### src/rtl/pint_bridge_v2_if.sv
// Host-side handshake bundle for pint_bridge_v2: TX character stream in, RX character stream out.
`timescale 1ns/1ps
interface pint_bridge_v2_if #(parameter int CHAR_W = 8);
  logic              tx_valid;
  logic              tx_ready;
  logic [CHAR_W-1:0] tx_char;
  logic              tx_last;
  logic              tx_cmd_type;
  logic              rx_valid;
  logic              rx_ready;
  logic [CHAR_W-1:0] rx_char;
  logic              rx_last;

  modport master (
    output tx_valid, tx_char, tx_last, tx_cmd_type, rx_ready,
    input  tx_ready, rx_valid, rx_char, rx_last
  );
  modport slave (
    input  tx_valid, tx_char, tx_last, tx_cmd_type, rx_ready,
    output tx_ready, rx_valid, rx_char, rx_last
  );
endinterface

### src/rtl/pint_bridge_v2.sv
// PINT host bridge: buffers TX/RX frames in FIFOs and serialises them over the PINT pins
// with a programmable bit clock; RX frames are rebuilt from the serial stream.
`timescale 1ns/1ps
module pint_bridge_v2 #(
  parameter int CHAR_W = 8,
  parameter int TX_AW  = 4,
  parameter int RX_AW  = 4,
  parameter int DIV_W  = 16
) (
  input  logic             clk,
  input  logic             reset,
  input  logic [DIV_W-1:0] div_cfg,
  pint_bridge_v2_if.slave  host,
  output logic             rx_overflow,
  input  logic             ovf_clr,
  output logic             busy,
  output logic             PINT_CLK,
  output logic             PINT_RESETN,
  output logic             PINT_WRREQ,
  output logic             PINT_WRDATA,
  output logic             PINT_RDREQ,
  input  logic             PINT_RDRDY,
  input  logic             PINT_RDDATA
);
  localparam int CW = $clog2(CHAR_W);
  localparam logic [CW-1:0] BIT_LAST = CW'(CHAR_W - 1);

  typedef enum logic [1:0] {ST_IDLE, ST_TX, ST_RX, ST_END} state_t;

  state_t            state_q, state_d;
  logic [DIV_W-1:0]  div_q, div_d, baud_q, baud_d;
  logic              pclk_q, pclk_d, wrreq_q, wrreq_d, wrdata_q, wrdata_d, rdreq_q, rdreq_d;
  logic [CHAR_W-1:0] tx_sr_q, tx_sr_d, hold_q, hold_d;
  logic [CHAR_W-2:0] rx_sr_q, rx_sr_d;
  logic [CW-1:0]     bit_cnt_q, bit_cnt_d, rx_cnt_q, rx_cnt_d;
  logic              in_cmd_q, in_cmd_d, cur_last_q, cur_last_d, hold_vld_q, hold_vld_d;
  logic              ovf_q, ovf_d, rdrdy_meta_q, rdrdy_s_q;
  logic [TX_AW:0]    tx_wp_q, tx_wp_d, tx_rp_q, tx_rp_d, tx_frames_q, tx_frames_d;
  logic [RX_AW:0]    rx_wp_q, rx_wp_d, rx_rp_q, rx_rp_d;

  // TX entries carry {cmd, last, char}; cmd is only looked at on a frame's first char
  logic [CHAR_W+1:0] tx_mem_q [1 << TX_AW];
  logic [CHAR_W:0]   rx_mem_q [1 << RX_AW];

  logic              tx_full, tx_push, tx_pop, rx_full, rx_empty, rx_pop, rx_push, rx_do_push, tick;
  logic [CHAR_W+1:0] tx_head;
  logic [CHAR_W:0]   rx_push_dat;

  assign tx_full  = (tx_wp_q[TX_AW] != tx_rp_q[TX_AW]) &&
                    (tx_wp_q[TX_AW-1:0] == tx_rp_q[TX_AW-1:0]);
  assign rx_full  = (rx_wp_q[RX_AW] != rx_rp_q[RX_AW]) &&
                    (rx_wp_q[RX_AW-1:0] == rx_rp_q[RX_AW-1:0]);
  assign rx_empty = (rx_wp_q == rx_rp_q);
  assign tx_push  = host.tx_valid && !tx_full;
  assign rx_pop   = !rx_empty && host.rx_ready;
  assign tx_head  = tx_mem_q[tx_rp_q[TX_AW-1:0]];
  assign tick     = (state_q == ST_TX || state_q == ST_RX) && (baud_q == div_q);

  assign host.tx_ready = !tx_full;
  assign host.rx_valid = !rx_empty;
  assign {host.rx_last, host.rx_char} = rx_mem_q[rx_rp_q[RX_AW-1:0]];
  assign rx_overflow = ovf_q;
  assign busy        = (state_q != ST_IDLE);
  assign PINT_CLK    = pclk_q;
  assign PINT_RESETN = ~reset;
  assign PINT_WRREQ  = wrreq_q;
  assign PINT_WRDATA = wrdata_q;
  assign PINT_RDREQ  = rdreq_q;

  always_comb begin
    state_d = state_q;   div_d = div_q;         baud_d = baud_q;
    pclk_d = pclk_q;     wrreq_d = wrreq_q;     wrdata_d = wrdata_q;  rdreq_d = rdreq_q;
    tx_sr_d = tx_sr_q;   bit_cnt_d = bit_cnt_q; in_cmd_d = in_cmd_q;  cur_last_d = cur_last_q;
    rx_sr_d = rx_sr_q;   rx_cnt_d = rx_cnt_q;   hold_d = hold_q;      hold_vld_d = hold_vld_q;
    tx_pop = 1'b0;       rx_push = 1'b0;        rx_push_dat = '0;
    case (state_q)
      ST_IDLE: begin
        baud_d = '0;
        pclk_d = 1'b0;
        if (rdrdy_s_q) begin
          state_d = ST_RX;  rdreq_d = 1'b1;  div_d = div_cfg;
          rx_cnt_d = '0;    hold_vld_d = 1'b0;
        end else if (tx_frames_q != '0) begin
          state_d = ST_TX;  div_d = div_cfg;  wrdata_d = tx_head[CHAR_W+1];
          in_cmd_d = 1'b1;  bit_cnt_d = '0;   cur_last_d = 1'b0;
        end
      end
      ST_TX, ST_RX: begin
        baud_d = tick ? '0 : baud_q + DIV_W'(1);
        if (tick) pclk_d = !pclk_q;
        if (state_q == ST_TX && tick) begin
          if (!pclk_q) begin
            wrreq_d = 1'b1;
          end else if (in_cmd_q || bit_cnt_q == BIT_LAST) begin
            if (!in_cmd_q && cur_last_q) begin
              state_d = ST_END;
            end else begin
              // first bit of the next char goes out now, so it leaves the FIFO now
              tx_pop = 1'b1;  in_cmd_d = 1'b0;  bit_cnt_d = '0;
              cur_last_d = tx_head[CHAR_W];
              wrdata_d   = tx_head[CHAR_W-1];
              tx_sr_d    = {tx_head[CHAR_W-2:0], 1'b0};
            end
          end else begin
            wrdata_d  = tx_sr_q[CHAR_W-1];
            tx_sr_d   = {tx_sr_q[CHAR_W-2:0], 1'b0};
            bit_cnt_d = bit_cnt_q + CW'(1);
          end
        end
        if (state_q == ST_RX && tick) begin
          if (!pclk_q) begin
            if (rx_cnt_q == BIT_LAST) begin
              // last is unknown until RDRDY drops, so a char waits in hold for its successor
              rx_cnt_d = '0;  hold_d = {rx_sr_q, PINT_RDDATA};  hold_vld_d = 1'b1;
              if (hold_vld_q) begin
                rx_push = 1'b1;  rx_push_dat = {1'b0, hold_q};
              end
            end else begin
              rx_sr_d  = {rx_sr_q[CHAR_W-3:0], PINT_RDDATA};
              rx_cnt_d = rx_cnt_q + CW'(1);
            end
          end else if (!rdrdy_s_q) begin
            state_d = ST_END;  hold_vld_d = 1'b0;
            if (hold_vld_q) begin
              rx_push = 1'b1;  rx_push_dat = {1'b1, hold_q};
            end
          end
        end
      end
      default: begin
        state_d = ST_IDLE;  wrreq_d = 1'b0;  rdreq_d = 1'b0;
        pclk_d = 1'b0;      wrdata_d = 1'b0; baud_d = '0;
      end
    endcase
  end

  always_comb begin
    rx_do_push  = rx_push && !rx_full;
    ovf_d       = (rx_push && rx_full) ? 1'b1 : (ovf_clr ? 1'b0 : ovf_q);
    tx_wp_d     = tx_push    ? tx_wp_q + (TX_AW+1)'(1) : tx_wp_q;
    tx_rp_d     = tx_pop     ? tx_rp_q + (TX_AW+1)'(1) : tx_rp_q;
    rx_wp_d     = rx_do_push ? rx_wp_q + (RX_AW+1)'(1) : rx_wp_q;
    rx_rp_d     = rx_pop     ? rx_rp_q + (RX_AW+1)'(1) : rx_rp_q;
    tx_frames_d = tx_frames_q;
    case ({tx_push && host.tx_last, tx_pop && tx_head[CHAR_W]})
      2'b10:   tx_frames_d = tx_frames_q + (TX_AW+1)'(1);
      2'b01:   tx_frames_d = tx_frames_q - (TX_AW+1)'(1);
      default: tx_frames_d = tx_frames_q;
    endcase
  end

  always_ff @(posedge clk) begin
    if (tx_push)    tx_mem_q[tx_wp_q[TX_AW-1:0]] <= {host.tx_cmd_type, host.tx_last, host.tx_char};
    if (rx_do_push) rx_mem_q[rx_wp_q[RX_AW-1:0]] <= rx_push_dat;
  end

  always_ff @(posedge clk) begin
    if (reset) begin
      state_q <= ST_IDLE;  div_q <= '0;      baud_q <= '0;
      pclk_q <= 1'b0;      wrreq_q <= 1'b0;  wrdata_q <= 1'b0;  rdreq_q <= 1'b0;
      tx_sr_q <= '0;       bit_cnt_q <= '0;  in_cmd_q <= 1'b0;  cur_last_q <= 1'b0;
      rx_sr_q <= '0;       rx_cnt_q <= '0;   hold_q <= '0;      hold_vld_q <= 1'b0;
      ovf_q <= 1'b0;       rdrdy_meta_q <= 1'b0;  rdrdy_s_q <= 1'b0;
      tx_wp_q <= '0;       tx_rp_q <= '0;    tx_frames_q <= '0;
      rx_wp_q <= '0;       rx_rp_q <= '0;
    end else begin
      state_q <= state_d;  div_q <= div_d;      baud_q <= baud_d;
      pclk_q <= pclk_d;    wrreq_q <= wrreq_d;  wrdata_q <= wrdata_d;  rdreq_q <= rdreq_d;
      tx_sr_q <= tx_sr_d;  bit_cnt_q <= bit_cnt_d;  in_cmd_q <= in_cmd_d;  cur_last_q <= cur_last_d;
      rx_sr_q <= rx_sr_d;  rx_cnt_q <= rx_cnt_d;    hold_q <= hold_d;      hold_vld_q <= hold_vld_d;
      ovf_q <= ovf_d;      rdrdy_meta_q <= PINT_RDRDY;  rdrdy_s_q <= rdrdy_meta_q;
      tx_wp_q <= tx_wp_d;  tx_rp_q <= tx_rp_d;  tx_frames_q <= tx_frames_d;
      rx_wp_q <= rx_wp_d;  rx_rp_q <= rx_rp_d;
    end
  end
endmodule

### src/flat_wrapper.sv
// flat-port wrapper written by rule: the top's interface ports become plain ports
module pint_bridge_v2_flat 
#(
  parameter int CHAR_W = 8,
  parameter int TX_AW  = 4,
  parameter int RX_AW  = 4,
  parameter int DIV_W  = 16
)
  (clk, reset, div_cfg, rx_overflow, ovf_clr, busy, PINT_CLK, PINT_RESETN, PINT_WRREQ, PINT_WRDATA, PINT_RDREQ, PINT_RDRDY, PINT_RDDATA, host_tx_valid, host_tx_char, host_tx_last, host_tx_cmd_type, host_rx_ready, host_tx_ready, host_rx_valid, host_rx_char, host_rx_last);
  pint_bridge_v2_if #(.CHAR_W(CHAR_W)) host_i ();
  input  logic clk;
  input  logic reset;
  input  logic [DIV_W-1:0] div_cfg;
  output logic rx_overflow;
  input  logic ovf_clr;
  output logic busy;
  output logic PINT_CLK;
  output logic PINT_RESETN;
  output logic PINT_WRREQ;
  output logic PINT_WRDATA;
  output logic PINT_RDREQ;
  input  logic PINT_RDRDY;
  input  logic PINT_RDDATA;
  input wire logic [$bits(host_i.tx_valid)-1:0] host_tx_valid;
  input wire logic [$bits(host_i.tx_char)-1:0] host_tx_char;
  input wire logic [$bits(host_i.tx_last)-1:0] host_tx_last;
  input wire logic [$bits(host_i.tx_cmd_type)-1:0] host_tx_cmd_type;
  input wire logic [$bits(host_i.rx_ready)-1:0] host_rx_ready;
  output wire logic [$bits(host_i.tx_ready)-1:0] host_tx_ready;
  output wire logic [$bits(host_i.rx_valid)-1:0] host_rx_valid;
  output wire logic [$bits(host_i.rx_char)-1:0] host_rx_char;
  output wire logic [$bits(host_i.rx_last)-1:0] host_rx_last;
  assign host_i.tx_valid = host_tx_valid;
  assign host_i.tx_char = host_tx_char;
  assign host_i.tx_last = host_tx_last;
  assign host_i.tx_cmd_type = host_tx_cmd_type;
  assign host_i.rx_ready = host_rx_ready;
  assign host_tx_ready = host_i.tx_ready;
  assign host_rx_valid = host_i.rx_valid;
  assign host_rx_char = host_i.rx_char;
  assign host_rx_last = host_i.rx_last;
  pint_bridge_v2 #(.CHAR_W(CHAR_W), .TX_AW(TX_AW), .RX_AW(RX_AW), .DIV_W(DIV_W)) u_core (.clk(clk), .reset(reset), .div_cfg(div_cfg), .host(host_i), .rx_overflow(rx_overflow), .ovf_clr(ovf_clr), .busy(busy), .PINT_CLK(PINT_CLK), .PINT_RESETN(PINT_RESETN), .PINT_WRREQ(PINT_WRREQ), .PINT_WRDATA(PINT_WRDATA), .PINT_RDREQ(PINT_RDREQ), .PINT_RDRDY(PINT_RDRDY), .PINT_RDDATA(PINT_RDDATA));
endmodule
### config.mk
export PLATFORM = sky130hd
export DESIGN_NAME = pint_bridge_v2_flat
export DESIGN_NICKNAME = d
export VERILOG_FILES = /design/src/rtl/pint_bridge_v2_if.sv /design/src/rtl/pint_bridge_v2.sv /design/src/flat_wrapper.sv
export SDC_FILE = /design/constraint.sdc
export NUM_CORES = 1
export LEC_CHECK = 0
export ABC_AREA = 0
export CAP_MARGIN = 20
export CORE_MARGIN = 2
export CORE_UTILIZATION = 51
export CTS_CLUSTER_SIZE = 28
export DETAILED_ROUTE_END_ITERATION = 12
export PLACE_DENSITY = 0.72
export SYNTH_ARGS = -nofsm -noshare
export SYNTH_HDL_FRONTEND = slang
export SYNTH_SLANG_ARGS = --single-unit
### constraint.sdc
create_clock -name clk -period 10.25 [get_ports clk]
set_input_delay 1.025 -clock clk [delete_from_list [all_inputs] [get_ports clk]]
set_output_delay 1.025 -clock clk [all_outputs]
set_load 0.05 [all_outputs]
Yosys cells after proc, flatten, opt, wreduce, memory -nomap -nowiden
Memories as Yosys holds them, arrays and structs flattened. A register that Yosys moved wholly into a read port is not among the register bits.
Cells that the tools add are included.
{ "op_classes": {"reduce_logical": 40, "n_addsub": 9, "bitwise": 5, "eq_ne": 26, "mux": 87} }
{ "ops": {"columns": ["op", "count"], "rows": [
  ["9-bit two-way mux", 6],
  ["1-bit two-way mux", 43],
  ["16-bit two-way mux", 2],
  ["3-bit two-way mux", 10],
  ["5-bit by 1-bit adder with 5-bit output, second input constant", 5],
  ["8-bit two-way mux", 3],
  ["2-bit two-way mux", 9],
  ["16-bit by 1-bit adder with 16-bit output, second input constant", 1],
  ["16-bit equality test", 1],
  ["4-bit two-way mux", 4],
  ["4-bit AND reduction", 4],
  ["1-bit logical AND", 12],
  ["2-bit by 1-bit != test with 1-bit output, second input constant", 6],
  ["1-bit one-hot mux with 2 select lines", 6],
  ["3-bit one-hot mux with 2 select lines", 2],
  ["5-bit one-hot mux with 2 select lines", 1],
  ["5-bit AND reduction", 2],
  ["2-bit nonzero test", 5],
  ["4-bit equality test", 2],
  ["2-bit != test, second input constant", 4],
  ["7-bit AND reduction", 1],
  ["3-bit by 1-bit adder with 3-bit output, second input constant", 2],
  ["3-bit equality test, second input constant", 2],
  ["3-bit by 1-bit != test with 1-bit output, second input constant", 2],
  ["other kinds (17)", 32]
]} }
{ "totals": {"n_memories": 2, "inputBits": 33, "out_inout_bits": 18, "register_bits": 98, "ram_bits": 304} }
{ "memory_table": {"columns": ["name", "words", "width", "read_ports", "rd_clocked_by_memory_dff", "write_ports", "line", "rtl"], "rows": [
  ["u_core.tx_mem_q", 16, 10, 1, 1, 1, "pint_bridge_v2.sv:42", "logic [CHAR_W+1:0] tx_mem_q [1 << TX_AW];"],
  ["u_core.rx_mem_q", 16, 9, 1, 1, 1, "pint_bridge_v2.sv:43", "logic [CHAR_W:0] rx_mem_q [1 << RX_AW];"]
]} }

Longest topological paths before layout
Gate-level depths: netlist of run 1.
{ "depth": {"ltp_word": 10, "depth_mapped": 16} }

Worst setup path before layout of run 1
OpenSTA, ideal clock, no wires.
{ "synth_path": {"path_type": "register to register", "startpoint": "register with a tool-made name", "endpoint": "register u_core.tx_frames_q[4]", "synth_period_minus_slack_ns": 3.571, "setup_slack_ns": 6.679, "stages_incl_launch_ff": 15, "path_buffers": 2, "setup_time_ns": 0.128, "t_arrival_ns": 3.443, "cell_sequence": "dfxtp_1 buf_4 mux4_2 mux4_2 and2_1 ha_1 clkbuf_1 xor2_1 ha_1 or3b_2 a21oi_1 o21bai_1 a21oi_1 xnor2_1 nor2_1"} }
{ "synth_rtl": {"columns": ["element", "line", "rtl"], "rows": [
  ["end signal: assignment", "pint_bridge_v2.sv:172", "tx_wp_q <= tx_wp_d; tx_rp_q <= tx_rp_d; tx_frames_q <= tx_frames_d;"],
  ["end: declaration", "pint_bridge_v2.sv:38", "logic [TX_AW:0] tx_wp_q, tx_wp_d, tx_rp_q, tx_rp_d, tx_frames_q, tx_frames_d;"]
]} }

==> key figures, run 1 <==
Cells and area
  – Fin nets: 1164
  – Layout filler cell count: 2441
  – Layout Utilization: 0.5861
  – Layout cells sized above 1: 0.1637
  – Number of diodes added for antenna fixing: 0
  – Signed area change from the synthesized netlist to the final layout: 13.95%

CTS
  – Skew-Pair Late Insertion Delay: 0.54 ns
  – Root buffer cell: sky130_fd_sc_hd__clkbuf_16
  – Clock transition at the register clock pins on the worst setup and hold paths after CTS: 0.06 ns
  – Setup bufs post-CTS: 0
  – Clock buffers created by TritonCTS: 41
  – Total clock sinks: 409
  – Buffers from clock root to sink, at most: 3
  – # hold bufs at CTS: 0
  – H-tree depth reported by CTS: 2
  – TritonCTS clock tree: built
  – Post-CTS Resized: 0

Power
  – Power density over cell area: 184.8 nW/µm²
  – Largest vdd supply drop: 158.8 µV
  – Static Leakage: 6.014 nW

Place
  – HPWL reported at the end of detailed placement: 18.98 mm
  – Count of buffers from port buffering: 50
  – Final estimated routing congestion in global placement: 0.7712
  – Setup slack after placement: 6.184 ns

STA
  – Slew margin rel.: 0.2500
  – Worst Tran Pin Value: 1.121 ns
  – Minimum clock period: 4.274 ns
  – TNS Setup: 0 ns
  – Final setup fails: 0
  – Final Cycle Share: 0.4170
  – Max Slew Vio Count: 0
  – Max frequency: 234.0 MHz
  – Clock tree skew after final layout: 0.01226 ns
  – RSZ-0062 raised after global routing: no
  – Final setup margin: 5.976 ns
  – Number of hold violations in the final report: 0

Synth
  – Avg Inst Size Synth: 15.80 µm²
  – Synth top area cells: sky130_fd_sc_hd__edfxtp_1, sky130_fd_sc_hd__dfxtp_1, sky130_fd_sc_hd__mux4_2
  – Count of cell types in the netlist: 63
  – Share of synthesized registers carrying an async set or reset: 0
  – Number of enable-type register cells in the synthesized netlist: 304
  – Sequential area share after synthesis: 0.6763
  – Post-synthesis net count: 1106
  – Post-synthesis sequential element count: 409
  – Fraction of synthesized cell area taken by the top area cell type: 0.5497
  – Primary flip-flop cell chosen by synthesis mapping: sky130_fd_sc_hd__edfxtp_1
  – Number of warnings printed during yosys synthesis: 0
  – Cells after Synth: 1051
  – Netlist area before placement: 16610 µm²
  – Area leader, netlist: sky130_fd_sc_hd__edfxtp_1

Global routing
  – First-pass GRT wire length: 48.78 mm
  – Total global-route track usage: 0.1852
  – Largest net degree at the start of global routing: 78
  – Via count of the first global-routing pass: 8938
  – Grt ovf: 0
  – Number of antenna violations at the first check in global routing: 0

Floorplan
  – Starting Density: 0.5143
  – Area of the core region: 32290 µm²
  – Y dimension of the die: 184.4 µm
  – Io pins: 51
  – DIE WIDTH: 184.4 µm
  – Die outline area: 34020 µm²
  – Cell row count: 66

Detailed routing
  – WL/cell: 19.10 µm
  – Wire length after detailed routing: 30.25 mm
  – Number of optimization iterations in the first detailed-route pass: 4
  – Vias per inst: 5.573
  – DRC violations left: 0
  – Post-route ant nets: 0
  – Via count: 8827
  – Starting DRC count in detailed routing: 494

Setup path
  – Required time at the endpoint of the critical path: 9.23 ns
  – Reg-to-reg setup timing slack: 6.25 ns
  – Highest net fanout along the worst path: 36
  – Startpoint Class: flip-flop
  – Crit. End Element: output pin
  – Type of the worst setup path: flip-flop to output pin
  – Worst reg2reg startpoint: u_core.baud_q[5]$_SDFF_PP0_
  – Arr. time, crit path: 3.25 ns

Worst hold path
  – Hold path start: u_core.rdrdy_meta_q$_SDFF_PP0_
  – Class of the worst hold path: flip-flop to flip-flop

Job
  – Number of max-capacitance violations reported: 0

Status
  – Result of the run: complete, no violations
## worst paths after layout
| path | end | cells past startpoint |
|---|---|---|
| max | host_rx_char[2] | 4 |
| min | u_core.rdrdy_s_q$_SDFF_PP0_ | 1 |
| max reg2reg | u_core.tx_frames_q[4]$_SDFFE_PP0P_ | 14 |
| min reg2reg | u_core.rdrdy_s_q$_SDFF_PP0_ | 1 |
## logic make-up after synthesis
group           synth area share
flops                     0.6763
xor+xnor                 0.02901
simple gates             0.08371
mux                       0.1407
compound gates           0.03587
buf+inv                  0.01786
fa+ha+maj                0.01658
## worst max-delay path, stage by stage, from the launching register on
cell and delay (ns):
sky130_fd_sc_hd__dfxtp_2 0.31, sky130_fd_sc_hd__buf_4 0.56, sky130_fd_sc_hd__mux4_2 0.62, sky130_fd_sc_hd__mux4_2 0.48, sky130_fd_sc_hd__clkdlybuf4s50_1 0.72
## metal layers
metal	wire length, µm	GRT usage
met4	741	0.05504
met5	0	0
met1	13470	0.2517
met3	1085	0.02687
met2	14960	0.3123
## registers in the layout, indices dropped and copies added, names as in the netlist, 2 cells and up, named ones only
name	cells
u_core.tx_wp_q	5
u_core.rx_sr_q	7
u_core.state_q	2
u_core.tx_rp_q	5
u_core.tx_frames_q	5
u_core.bit_cnt_q	3
u_core.baud_q	16
u_core.tx_mem_q	160
u_core.rx_wp_q	5
u_core.div_q	16
u_core.tx_sr_q	7
u_core.rx_mem_q	144
u_core.hold_q	8
u_core.rx_cnt_q	3
u_core.rx_rp_q	5
## synth_stat cells, types with 2 or more instances
| master | instances |
|---|---|
| sky130_fd_sc_hd__nor3_1 | 10 |
| sky130_fd_sc_hd__nand3b_1 | 3 |
| sky130_fd_sc_hd__nand2b_1 | 4 |
| sky130_fd_sc_hd__a31oi_1 | 10 |
| sky130_fd_sc_hd__buf_4 | 4 |
| sky130_fd_sc_hd__buf_1 | 6 |
| sky130_fd_sc_hd__nor4_1 | 7 |
| sky130_fd_sc_hd__xor2_1 | 39 |
| sky130_fd_sc_hd__and4_1 | 4 |
| sky130_fd_sc_hd__mux2i_1 | 32 |
| sky130_fd_sc_hd__or3_1 | 10 |
| sky130_fd_sc_hd__nand2_1 | 70 |
| sky130_fd_sc_hd__a22oi_1 | 2 |
| sky130_fd_sc_hd__buf_2 | 15 |
| sky130_fd_sc_hd__a211oi_1 | 4 |
| sky130_fd_sc_hd__xnor2_1 | 16 |
| sky130_fd_sc_hd__o21ai_1 | 5 |
| sky130_fd_sc_hd__mux4_2 | 86 |
| sky130_fd_sc_hd__or2_2 | 2 |
| sky130_fd_sc_hd__nand4_1 | 10 |
| sky130_fd_sc_hd__edfxtp_1 | 304 |
| sky130_fd_sc_hd__clkbuf_1 | 25 |
| sky130_fd_sc_hd__and2_1 | 2 |
| sky130_fd_sc_hd__dfxtp_1 | 105 |
| sky130_fd_sc_hd__o21ai_0 | 18 |
| sky130_fd_sc_hd__inv_1 | 16 |
| sky130_fd_sc_hd__nand3_1 | 18 |
| sky130_fd_sc_hd__mux2_2 | 7 |
| sky130_fd_sc_hd__nor3b_1 | 2 |
| sky130_fd_sc_hd__a21oi_1 | 42 |
| sky130_fd_sc_hd__nand4_2 | 2 |
| sky130_fd_sc_hd__nor2b_1 | 9 |
| sky130_fd_sc_hd__and3_1 | 24 |
| sky130_fd_sc_hd__ha_1 | 22 |
| sky130_fd_sc_hd__nor2_1 | 83 |
| sky130_fd_sc_hd__o211ai_1 | 6 |
## report_power, final
part / switching (mW) / internal (mW) / total (mW)
Clock: 0.602 / 0.915 / 1.52
Sequential: 0.0145 / 1.79 / 1.80
Combinational: 0.119 / 0.0586 / 0.177
Total: 0.736 / 2.76 / 3.50
## layout make-up
class                           count  area, µm²  share of cell area
Clock buffer                       54       1105             0.05838
Clock inverter                     22      272.8             0.01441
Inverter                           17      63.81            0.003372
Multi-Input combinational cell    574       5079              0.2684
Sequential cell                   409      11230              0.5937
Tap cell                          442      553.0             0.02923
Timing Repair Buffer               66      615.6             0.03253
## layout by cell type, fill, tap and decap left out, drive strengths merged, types with 13 or more instances in the layout
cell,netlist,layout
clkinv,0,13
mux4,86,86
nand4,13,13
nand2,70,70
xnor2,16,16
ha,22,22
edfxtp,304,304
xor2,39,39
nor2,83,83
and3,24,24
dfxtp,105,105
clkdlybuf4s50,0,49
o21ai,24,24
inv,17,20
clkbuf,25,54
mux2i,32,32
buf,26,17
nand3,18,18
a21oi,43,43
## metrics by stage
stage          cells  hold slack, ns  power [mW]  cell area [µm²]
6_report        1584          0.4474       3.496            18920
5_1_grt         1584          0.4685       3.611            18920
4_1_cts         1583          0.4520       3.525            18920
3_5_place_dp    1507          0.4388       2.014            17540
3_3_place_gp    1505          0.4274       2.011            17520
2_1_floorplan   1051          0.4138       1.954            16610
Power figures use the tool's default switching activity.
==> run 2, diff against run 1 <==
clock period = 4.1 ns   (was 10.25 ns; I/O delays follow)
==> run 2 against run 1 <==
- register-to-register slack worse by 5.9 ns
- largest power group unchanged
- combinational power rose to 2.6 times the previous value
- sequential power grew 150%
- critical path type is now flip-flop to flip-flop
- critical endpoint is now u_core.tx_frames_q[4]$_SDFFE_PP0P_
- first-iteration DRC count rose by 37%
- die area unchanged
- global-route usage up 0.53 points
- via count grew 1.1%
==> key figures, run 2 (same netlist as run 1, synthesis figures left out) <==
Power
  – Largest vdd supply drop: 392.4 µV (was 158.8 µV)
  – Switching power: 1.876 mW (was 0.7356 mW)
  – Combinational share of power: 0.054 (was 0.051)
  – Sequential group share of total power: 0.518 (was 0.515)
  – Sw frac: 0.2158 (was 0.2104)
  – Static Leakage: 6.102 nW (was 6.014 nW)
  – Power density over cell area: 456.1 nW/µm² (was 184.8 nW/µm²)
  – Internal power consumption: 6.814 mW (was 2.761 mW)
  – Clock network fraction of total power: 0.428 (was 0.434)

STA
  – Max frequency: 270.1 MHz
  – Worst Tran Pin Value: 0.8880 ns (was 1.121 ns)
  – Final setup margin: 0.3971 ns (was 5.976 ns)
  – Final-layout worst hold slack: 0.4373 ns (was 0.4474 ns)
  – Max Slew Vio Count: 0 (unchanged)
  – Final setup fails: 0 (unchanged)
  – Clock tree skew after final layout: 0.01993 ns (was 0.01226 ns)
  – TNS Setup: 0 ns (unchanged)
  – Number of hold violations in the final report: 0 (unchanged)
  – RSZ-0062 raised after global routing: no (unchanged)
  – Minimum clock period: 3.703 ns
  – Slew margin rel.: 0.4068 (was 0.2500)
  – Final Cycle Share: 0.9031

Setup path
  – Crit. End Element: flip-flop (was output pin)
  – Slowest cell on crit path: sky130_fd_sc_hd__nor4_1 (was sky130_fd_sc_hd__clkdlybuf4s50_1)
  – Type of the worst setup path: flip-flop to flip-flop (was flip-flop to output pin)
  – Largest stage delay on the critical path: 0.55 ns (was 0.72 ns)
  – Cell-by-cell listing of the critical path: xor2_1 > nor4_1 > nand4_2 > nor3_2 > and2_1 > ha_1 > xor2_1 > ha_1 > or3b_2 > a21oi_1 > o21bai_1 > a21oi_1 > xnor2_1 > nor2_1 (was buf_4 > mux4_2 > mux4_2 > clkdlybuf4s50_1)
  – Highest net fanout along the worst path: 8 (was 36)
  – Arr. time, crit path: 4.09 ns (was 3.25 ns)
  – Required time at the endpoint of the critical path: 4.49 ns (was 9.23 ns)
  – Largest delay contributor family on the critical path: simple AND/OR/NAND/NOR gates (was buffers and inverters)
  – WP buf/inv: 0 (was 2)
  – Startpoint Class: flip-flop (unchanged)

Detailed routing
  – Vias per inst: 5.580 (was 5.573)
  – WL/cell: 19.74 µm (was 19.10 µm)
  – DRC violations left: 0 (unchanged)
  – Number of optimization iterations in the first detailed-route pass: 5 (was 4)
  – Via count: 8922 (was 8827)
  – Starting DRC count in detailed routing: 678 (was 494)
  – Wire length after detailed routing: 31.56 mm (was 30.25 mm)
  – Post-route ant nets: 0 (unchanged)

Floorplan
  – Area of the core region: 32290 µm² (unchanged)
  – Die outline area: 34020 µm² (unchanged)
  – Cell row count: 66 (unchanged)
  – Starting Density: 0.5143 (unchanged)
  – DIE WIDTH: 184.4 µm (unchanged)
  – Io pins: 51 (unchanged)
  – Y dimension of the die: 184.4 µm (unchanged)

Worst hold path
  – Class of the worst hold path: flip-flop to flip-flop (unchanged)

Cells and area
  – Number of diodes added for antenna fixing: 0 (unchanged)
  – Max reg flops: 160 (unchanged)
  – Signed area change from the synthesized netlist to the final layout: 14.74% (was 13.95%)
  – Commonest cells after routing, fill and taps aside: sky130_fd_sc_hd__edfxtp_1, sky130_fd_sc_hd__dfxtp_1, sky130_fd_sc_hd__mux4_2 (unchanged)
  – Leading cell type in the layout, fill and taps excluded: sky130_fd_sc_hd__edfxtp_1 (unchanged)
  – Fin nets: 1180 (was 1164)
  – Layout cells sized above 1: 0.1858 (was 0.1637)
  – Layout Utilization: 0.5901 (was 0.5861)
  – Non-filler cells, final: 1599 (was 1584)

Global routing
  – Largest net degree at the start of global routing: 77 (was 78)
  – Total global-route track usage: 0.1906 (was 0.1852)
  – Grt ovf: 0 (unchanged)
  – First-pass GRT wire length: 50.04 mm (was 48.78 mm)
  – Via count of the first global-routing pass: 9138 (was 8938)
  – Number of antenna violations at the first check in global routing: 0 (unchanged)

Place
  – Cell count after placement: 1524 (was 1507)
  – Final estimated routing congestion in global placement: 0.7977 (was 0.7712)
  – Count of buffers from port buffering: 50 (unchanged)
  – Setup slack after placement: 0.4679 ns (was 6.184 ns)
  – HPWL reported at the end of detailed placement: 20.39 mm (was 18.98 mm)

CTS
  – Post-CTS Resized: 0 (unchanged)
  – Buffers from clock root to sink, at most: 3 (unchanged)
  – Skew-Pair Late Insertion Delay: 0.54 ns (about the same)
  – Total clock sinks: 409 (unchanged)
  – Setup bufs post-CTS: 0 (unchanged)
  – Clock buffers created by TritonCTS: 41 (unchanged)
  – Root buffer cell: sky130_fd_sc_hd__clkbuf_16 (unchanged)
  – Clock transition at the register clock pins on the worst setup and hold paths after CTS: 0.06 ns (about the same)
  – TritonCTS clock tree: built (unchanged)
  – H-tree depth reported by CTS: 2 (unchanged)
  – # hold bufs at CTS: 0 (unchanged)

Job
  – Number of max-capacitance violations reported: 0 (unchanged)

Status
  – Result of the run: complete, no violations (unchanged)
==> run 2: cell count changes in the layout (fill, tap and decap cells not counted), moves of 3 or more <==
| cell | previous run | this run |
|---|---|---|
| sky130_fd_sc_hd__buf_4 | 16 | 31 |
| sky130_fd_sc_hd__clkbuf_1 | 10 | 4 |
| sky130_fd_sc_hd__clkinv_1 | 8 | 1 |
| sky130_fd_sc_hd__bufinv_16 | 6 | 3 |
| sky130_fd_sc_hd__clkbuf_8 | 3 | 8 |
| sky130_fd_sc_hd__clkinvlp_4 | 0 | 4 |
| sky130_fd_sc_hd__clkinv_2 | 5 | 10 |
==> run 2: power groups by stage <==
| stage | sequential [mW] | combinational (mW) | clock, mW |
|---|---|---|---|
| after global placement | 4.59 | 0.459 | 0 |
| after floorplan | 4.59 | 0.291 | 0 |
| final | 4.50 | 0.467 | 3.72 |
| after detailed placement | 4.59 | 0.467 | 0 |
| after global routing | 4.51 | 0.514 | 3.96 |
| after CTS | 4.50 | 0.469 | 3.79 |
==> run 2: per-stage QoR <==
step	instance area (µm²)	power, mW
final	19050	8.690
after global routing	19050	8.977
after CTS	19050	8.767
after detailed placement	17680	5.059
after global placement	17680	5.048
after floorplan	16610	4.885
==> run 2: area by class of cell <==
class	instances	area, µm²
clock buffer	53	1151
clock inverter	22	224.0
fill	2439	13240
inverter	17	63.81
multi-input combinational	574	5079
sequential	409	11230
tap	442	553.0
timing repair buffer	82	748.2
==> run 2: final timing paths <==
path / startpoint / to / slack (ns) / cells after the start
hold reg to reg: u_core.rdrdy_meta_q$_SDFF_PP0_ / u_core.rdrdy_s_q$_SDFF_PP0_ / 0.44 / 1
setup reg to reg: u_core.baud_q[5]$_SDFF_PP0_ / u_core.tx_frames_q[4]$_SDFFE_PP0P_ / 0.40 / 14
setup / recovery: u_core.baud_q[5]$_SDFF_PP0_ / u_core.tx_frames_q[4]$_SDFFE_PP0P_ / 0.40 / 14
hold / removal: u_core.rdrdy_meta_q$_SDFF_PP0_ / u_core.rdrdy_s_q$_SDFF_PP0_ / 0.44 / 1
==> run 2: layer usage <==
metal,up-vias,GRT usage,part of all wire
met3,45,0.02707,0.043
met2,185,0.3329,0.51
li1,4182,-,-
met1,4510,0.2528,0.43
met5,-,0,0
met4,0,0.04736,0.019
